==> src/rtl/reduce_pkg.sv <==
`default_nettype none
// ============================================================================
// Module   : reduce_pkg
// Purpose  : Shared definitions for the reduction-core stages: packet and
//            data widths, header field offsets, op codes, the issue/collect
//            delay-line entry type and a header op-field accessor.
// Ports    : none (package)
// Revision : 1.0 - initial release
// ============================================================================
package reduce_pkg;

  localparam int PKT_W  = 64;
  localparam int DATA_W = 32;
  localparam int HDR_W  = PKT_W - DATA_W;

  // Header field offsets, relative to packet bits 63:32.
  localparam int HDR_VALID_BIT     = 31;
  localparam int HDR_REDUCTION_BIT = 30;
  localparam int HDR_OP_LSB        = 0;
  localparam int OP_W              = 5;

  localparam logic [OP_W-1:0] OP_MAX = 5'd2;
  localparam logic [OP_W-1:0] OP_MIN = 5'd3;

  // One stage of the header delay line that shadows the compute pipeline.
  //   op_sel : 0 = take res_max, 1 = take res_min
  //   err    : op unsupported, payload comes from a_copy instead
  typedef struct packed {
    logic              tag_valid;
    logic [HDR_W-1:0]  hdr;
    logic              op_sel;
    logic              err;
    logic [DATA_W-1:0] a_copy;
  } dl_entry_t;

  function automatic logic [OP_W-1:0] hdr_op(input logic [HDR_W-1:0] hdr);
    return hdr[HDR_OP_LSB +: OP_W];
  endfunction

endpackage
`default_nettype wire

==> src/rtl/sync_fifo.sv <==
`default_nettype none
// ============================================================================
// Module   : sync_fifo
// Purpose  : Single-clock FIFO with registered pointers and occupancy count.
//            Writes when full and reads when empty are ignored. The read
//            data port always shows the entry at the read pointer.
// Ports    : clk, rst      - clock, synchronous active-high reset
//            wr_en_i       - push wdata_i
//            wdata_i       - write data
//            rd_en_i       - pop the head entry
//            rdata_o       - head entry (undefined content when empty)
//            empty_o       - no entries stored
//            full_o        - DEPTH entries stored
// Revision : 1.0 - initial release
// ============================================================================
module sync_fifo #(
  parameter int WIDTH = 8,
  parameter int DEPTH = 16
) (
  input  logic             clk,
  input  logic             rst,
  input  logic             wr_en_i,
  input  logic [WIDTH-1:0] wdata_i,
  input  logic             rd_en_i,
  output logic [WIDTH-1:0] rdata_o,
  output logic             empty_o,
  output logic             full_o
);

  localparam int PTR_W = (DEPTH > 1) ? $clog2(DEPTH) : 1;
  localparam int CNT_W = $clog2(DEPTH + 1);
  localparam logic [PTR_W-1:0] PTR_LAST  = PTR_W'(DEPTH - 1);
  localparam logic [CNT_W-1:0] CNT_FULL  = CNT_W'(DEPTH);

  logic [WIDTH-1:0] mem_q [DEPTH];
  logic [PTR_W-1:0] wptr_q;
  logic [PTR_W-1:0] rptr_q;
  logic [CNT_W-1:0] count_q;
  logic             w_push;
  logic             w_pop;

  // Pointers wrap explicitly so non-power-of-two depths work too.
  function automatic logic [PTR_W-1:0] ptr_inc(input logic [PTR_W-1:0] p);
    return (p == PTR_LAST) ? '0 : p + 1'b1;
  endfunction

  assign empty_o = (count_q == '0);
  assign full_o  = (count_q == CNT_FULL);
  assign w_push  = wr_en_i && !full_o;
  assign w_pop   = rd_en_i && !empty_o;
  assign rdata_o = mem_q[rptr_q];

  always_ff @(posedge clk) begin
    if (rst) begin
      wptr_q  <= '0;
      rptr_q  <= '0;
      count_q <= '0;
    end else begin
      if (w_push) wptr_q <= ptr_inc(wptr_q);
      if (w_pop)  rptr_q <= ptr_inc(rptr_q);
      case ({w_push, w_pop})
        2'b10:   count_q <= count_q + 1'b1;
        2'b01:   count_q <= count_q - 1'b1;
        default: count_q <= count_q;
      endcase
    end
  end

  // Storage needs no reset: the count decides what is visible.
  always_ff @(posedge clk) begin
    if (w_push) mem_q[wptr_q] <= wdata_i;
  end

endmodule
`default_nettype wire

==> src/rtl/reduce_minmax_collect.sv <==
`default_nettype none
// ============================================================================
// Module   : reduce_minmax_collect
// Purpose  : Issue-and-collect stage around the fixed-latency max/min
//            compute pipeline. Accepts {hdr, a, b}, issues a/b to the
//            pipeline, carries the header in a matching delay line, selects
//            max or min on return and queues the 64-bit packet in an output
//            FIFO. A credit counter reserves FIFO space at issue so the
//            non-stallable pipeline can always be written back.
// Ports    : clk, rst             - clock, synchronous active-high reset
//            in_valid/in_ready    - input handshake
//            in_hdr, in_a, in_b   - header (packet bits 63:32) and operands
//            cmp_go, cmp_a, cmp_b - registered issue to compute pipeline
//            res_max, res_min     - pipeline results, LAT cycles after cmp_go
//            out_valid/out_ready  - output handshake
//            out_pkt, out_err     - FIFO head {hdr, payload}, unsupported-op
// Revision : 1.0 - initial release
// ============================================================================
module reduce_minmax_collect
  import reduce_pkg::*;
#(
  parameter int LAT   = 13,
  parameter int DEPTH = 16   // must be >= LAT+1
) (
  input  logic              clk,
  input  logic              rst,
  input  logic              in_valid,
  output logic              in_ready,
  input  logic [HDR_W-1:0]  in_hdr,
  input  logic [DATA_W-1:0] in_a,
  input  logic [DATA_W-1:0] in_b,
  output logic              cmp_go,
  output logic [DATA_W-1:0] cmp_a,
  output logic [DATA_W-1:0] cmp_b,
  input  logic [DATA_W-1:0] res_max,
  input  logic [DATA_W-1:0] res_min,
  output logic              out_valid,
  input  logic              out_ready,
  output logic [PKT_W-1:0]  out_pkt,
  output logic              out_err
);

  localparam int ENTRY_W = PKT_W + 1;              // {err, hdr, payload}
  localparam int USED_W  = $clog2(DEPTH + 1);
  localparam logic [USED_W-1:0] USED_MAX = USED_W'(DEPTH);

  logic [USED_W-1:0]  used_q;
  logic [USED_W-1:0]  used_d;
  logic               w_accept;
  logic               w_pop;
  logic [OP_W-1:0]    w_op;
  dl_entry_t          w_stage0;
  dl_entry_t          dl_q [LAT+1];
  dl_entry_t          w_last;
  logic               w_res_valid;
  logic [DATA_W-1:0]  w_payload;
  logic               cmp_go_q;
  logic [DATA_W-1:0]  cmp_a_q;
  logic [DATA_W-1:0]  cmp_b_q;
  logic               w_fifo_wr;
  logic               w_fifo_empty;
  logic               w_fifo_full;
  logic [ENTRY_W-1:0] w_fifo_wdata;
  logic [ENTRY_W-1:0] w_fifo_rdata;

  // --------------------------------------------------------------------------
  // Credit counter: in-flight work plus FIFO occupancy. in_ready depends only
  // on the registered count, so a pop frees a credit one cycle later.
  // --------------------------------------------------------------------------
  assign in_ready  = !rst && (used_q < USED_MAX);
  assign w_accept  = in_valid && in_ready;
  assign out_valid = !w_fifo_empty;
  assign w_pop     = out_valid && out_ready;

  always_comb begin
    used_d = used_q;
    case ({w_accept, w_pop})
      2'b10:   used_d = used_q + 1'b1;
      2'b01:   used_d = used_q - 1'b1;
      default: used_d = used_q;
    endcase
  end

  always_ff @(posedge clk) begin
    if (rst) used_q <= '0;
    else     used_q <= used_d;
  end

  // --------------------------------------------------------------------------
  // Issue registers
  // --------------------------------------------------------------------------
  always_ff @(posedge clk) begin
    if (rst) begin
      cmp_go_q <= 1'b0;
      cmp_a_q  <= '0;
      cmp_b_q  <= '0;
    end else begin
      cmp_go_q <= w_accept;
      if (w_accept) begin
        cmp_a_q <= in_a;
        cmp_b_q <= in_b;
      end
    end
  end

  assign cmp_go = cmp_go_q;
  assign cmp_a  = cmp_a_q;
  assign cmp_b  = cmp_b_q;

  // --------------------------------------------------------------------------
  // Header delay line. Stage 0 loads on the accept edge; stage LAT is
  // presented during the cycle in which res_* is valid, so both are sampled
  // on the same edge. Unsupported ops keep a copy of in_a as their payload.
  // --------------------------------------------------------------------------
  always_comb begin
    w_stage0 = '0;
    w_op     = hdr_op(in_hdr);
    if (w_accept) begin
      w_stage0.tag_valid = 1'b1;
      w_stage0.hdr       = in_hdr;
      w_stage0.op_sel    = (w_op == OP_MIN);
      w_stage0.err       = (w_op != OP_MAX) && (w_op != OP_MIN);
      w_stage0.a_copy    = in_a;
    end
  end

  // Reset clears every tag so results of pre-reset work are discarded.
  always_ff @(posedge clk) begin
    if (rst) begin
      for (int i = 0; i <= LAT; i++) dl_q[i] <= '0;
    end else begin
      dl_q[0] <= w_stage0;
      for (int i = 1; i <= LAT; i++) dl_q[i] <= dl_q[i-1];
    end
  end

  assign w_last      = dl_q[LAT];
  assign w_res_valid = w_last.tag_valid;

  always_comb begin
    w_payload = res_max;
    if (w_last.err)         w_payload = w_last.a_copy;
    else if (w_last.op_sel) w_payload = res_min;
  end

  // --------------------------------------------------------------------------
  // Output FIFO. Credits guarantee space at write time; the full term only
  // keeps the FIFO state consistent should that ever be violated.
  // --------------------------------------------------------------------------
  assign w_fifo_wr    = w_res_valid && !w_fifo_full;
  assign w_fifo_wdata = {w_last.err, w_last.hdr, w_payload};

  sync_fifo #(
    .WIDTH (ENTRY_W),
    .DEPTH (DEPTH)
  ) u_fifo (
    .clk     (clk),
    .rst     (rst),
    .wr_en_i (w_fifo_wr),
    .wdata_i (w_fifo_wdata),
    .rd_en_i (w_pop),
    .rdata_o (w_fifo_rdata),
    .empty_o (w_fifo_empty),
    .full_o  (w_fifo_full)
  );

  // Head is forced to zero when empty so stale storage never shows.
  assign out_pkt = w_fifo_empty ? '0   : w_fifo_rdata[PKT_W-1:0];
  assign out_err = w_fifo_empty ? 1'b0 : w_fifo_rdata[PKT_W];

endmodule
`default_nettype wire
==> config.mk <==
export PLATFORM = sky130hd
export DESIGN_NAME = reduce_minmax_collect
export DESIGN_NICKNAME = d
export VERILOG_FILES = /design/src/rtl/reduce_pkg.sv /design/src/rtl/sync_fifo.sv /design/src/rtl/reduce_minmax_collect.sv
export SDC_FILE = /design/constraint.sdc
export NUM_CORES = 2
export LEC_CHECK = 0
export ABC_AREA = 1
export CAP_MARGIN = 10
export CORE_ASPECT_RATIO = 0.7
export CORE_MARGIN = 2
export CORE_UTILIZATION = 50
export CTS_CLUSTER_DIAMETER = 200
export DETAILED_ROUTE_END_ITERATION = 10
export PLACE_DENSITY_LB_ADDON = 0.08
export SYNTH_ARGS = -nofsm -noshare
export SYNTH_HDL_FRONTEND = slang
export SYNTH_SLANG_ARGS = --single-unit
==> constraint.sdc <==
create_clock -name clk -period 6.45 [get_ports clk]
set_input_delay 1.6125 -clock clk [delete_from_list [all_inputs] [get_ports clk]]
set_output_delay 1.6125 -clock clk [all_outputs]
set_load 0.02 [all_outputs]
==> flow_summary.json <==
{
  "cts_tree": "yes",
  "dr.first_iter.drc_count": 3996,
  "synthTopCellsByArea": "edfxtp_1, dfxtp_1, nor2_1",
  "tns_ns": 0,
  "post-route-min-period_ns": 5.700,
  "cp.required_ns": 4.84,
  "finalCritPeriodShare_pct": 88.38,
  "syn_inst": 6247,
  "area_growth_syn_to_layout_pct": 15.36,
  "layout.cells.non_filler": 8488,
  "hold_violations": 0,
  "fp.coreArea_um2": 140000,
  "place_inst": 8145,
  "grt_remaining_overflow": 0,
  "chipHeight_um": 317.8,
  "leakagePower_nw": 28.64,
  "path_max_fanout": 265,
  "totalWireLength_mm": 160.3,
  "dr.pass1.iters": 5,
  "dp_hpwl_mm": 80.71,
  "finalPower_mw": 30.72,
  "synth_top_area_share_pct": 44.40,
  "max_freq_ghz": 0.1754,
  "fp-row-count": 115,
  "endpoint_kind": "primary output",
  "h-tree-depth": 4,
  "synthFlopType": "edfxtp_1",
  "cts_sinks": 2064,
  "grt.total_usage_pct": 22.41,
  "fin_nets": 6638,
  "setup_viol": 0,
  "failed_checks": "slew limit",
  "synth-edff-count": 1040,
  "ant_nets": 0,
  "hold_class": "flop to flop",
  "synth_commonest_cells": "nor2_1, edfxtp_1, dfxtp_1, inv_1, o21ai_0",
  "yosys.area.top_type": "edfxtp_1",
  "synth_most_common_cell": "nor2_1",
  "antenna_found_initial": 9,
  "synthArstFlopShare_pct": 0,
  "grt_max_degree": 266,
  "tightest_slew_ns": 1.594,
  "final_layout_size_suffix_gt1_share_pct": 6.184,
  "boundaryPins": 296,
  "grt_pass1_vias": 43480,
  "yosys_warnings": 0,
  "maxCapViolations": 0,
  "postCtsHoldBufs": 0,
  "syn_avg_cell_area_um2": 11.26,
  "die_w_um": 452.3,
  "status": "finished with violations",
  "startpoint_type": "flop",
  "initial_core_util_pct": 50.24,
  "cts_resized": 0,
  "die_area_um2": 143700,
  "synth-seq-cells": 2064,
  "vias_per_cell": 5.190,
  "syn-num-nets": 6421,
  "ys_types": 34,
  "drv_slew": 76,
  "io_buffers": 295,
  "vias": 44060,
  "post-cts-setup-buffers": 0,
  "routabilityCongestion": 0.7625,
  "rsz0062_at_grt": "false",
  "grt_first_pass_wirelength_mm": 248.9,
  "routedWlPerCell_um": 18.89,
  "slew_headroom_pct": -6.249,
  "ir_worst_vdd_v": 0.0003069,
  "worstSetupPathType": "flop to primary output",
  "finClkSkew_ns": 0.03290,
  "whs_ns": 0.3741,
  "clockBufferDepth": 3,
  "clkSlewWorstSetupHoldPaths_ns": 0.07,
  "cts_made_buffers": 188,
  "drc": 0,
  "worstSkewPairLatency_ns": 0.83,
  "cts-root-buf": "clkbuf_16",
  "arrival_ns": 4.09,
  "synth_area_um2": 70340,
  "seq_area_frac_synth_pct": 73.55,
  "p_per_area_nw_per_um2": 378.7
}
stage by stage:
step	worst slack, ns	utilization, %	instance area (um^2)
after floorplan	0.6323	-	70340
after global placement	1.716	53.55	74970
after detailed placement	1.690	53.55	74970
after CTS	0.7742	57.94	81120
after global routing	0.6260	57.95	81140
final	0.7497	57.95	81140
layout make-up:
cell class                 instances  area [um^2]
inverter                         968         3651
multi-input combinational       2856        13450
tap                             1872         2342
timing repair buffer             386         3797
sequential                      2064        51740
antenna                            2        5.005
clock buffer                     264         5396
fill                           11830        58870
clock inverter                    76        757.0
state kept, by name (all words and copies together) (netlist names), named ones only:
signal,flops
u_fifo.mem_q,1040
cmp_a,32
u_fifo.count_q,5
used_q,5
u_fifo.wptr_q,4
dl_q,938
u_fifo.rptr_q,4
cmp_b,32
cells in the final DEF, fill, tap and decap left out, types with 2 or more instances in the layout:
master	instances
clkdlybuf4s50_1	294
clkinv_1	18
xnor2_1	2
clkinv_8	5
clkinv_2	26
o221ai_1	183
nand4_1	3
nor2_1	1483
dfxtp_2	2
buf_4	78
xor2_1	9
clkinvlp_4	2
edfxtp_1	1040
inv_4	3
a21oi_2	6
clkbuf_8	33
nand2_1	185
bufinv_16	11
nand3_1	102
clkbuf_1	39
diode_2	2
a21oi_1	163
o211ai_1	77
buf_12	12
ha_1	10
nor2_4	15
inv_2	5
inv_6	7
o22ai_1	77
inv_1	963
o21ai_1	5
o21ai_0	525
dfxtp_1	1019
clkbuf_16	192
dfxtp_4	3
kinds of logic (layout without fill, tap and decap cells):
| family | Yosys count | in the layout | share of synthesized area, % |
|---|---|---|---|
| AND/OR/NAND/NOR | 1795 | 1795 | 9.789 |
| buffers and inverters | 1327 | 1694 | 7.548 |
| flip-flops | 2064 | 2064 | 73.55 |
| other | 0 | 2 | 0 |
| adder cells (fa/ha/maj) | 10 | 10 | 0.1779 |
| XOR/XNOR | 11 | 11 | 0.1370 |
| AO/OA/AOI/OAI | 1040 | 1040 | 8.802 |
metal layers:
metal  GRT usage, %  vias up  routed length [um]
met3          4.627      298               11390
met5              0        -                  78
li1               -    20830                   -
met1          30.62    21600               70560
met2          35.93     1310               73810
met4          7.113       12                4486
worst paths after layout:
kind / from / slack (ns) / to / depth (start not counted)
hold / removal: dl_q[1][34] / 0.37 / dl_q[1][101] / 2
setup / recovery: flop / 0.75 / out_pkt[17] / 6
hold reg to reg: dl_q[1][34] / 0.37 / dl_q[1][101] / 2
setup reg to reg: u_fifo.count_q[1] / 3.36 / u_fifo.mem_q[9][40] / 8
where the power goes:
| part | internal (mW) | total (mW) | switching, mW |
|---|---|---|---|
| combinational | 1.91 | 5.71 | 3.80 |
| clock | 6.28 | 11.1 | 4.78 |
| sequential | 13.9 | 14.0 | 0.104 |
| total | 22.0 | 30.7 | 8.68 |
critical path, stage by stage (launching register included):
cell	delay (ns)
dfxtp_4	0.46
buf_12	0.53
o21ai_0	0.29
o221ai_1	0.24
nand3_1	0.11
a21oi_1	0.34
clkdlybuf4s50_1	0.68
(Power assumes the default switching activity.)
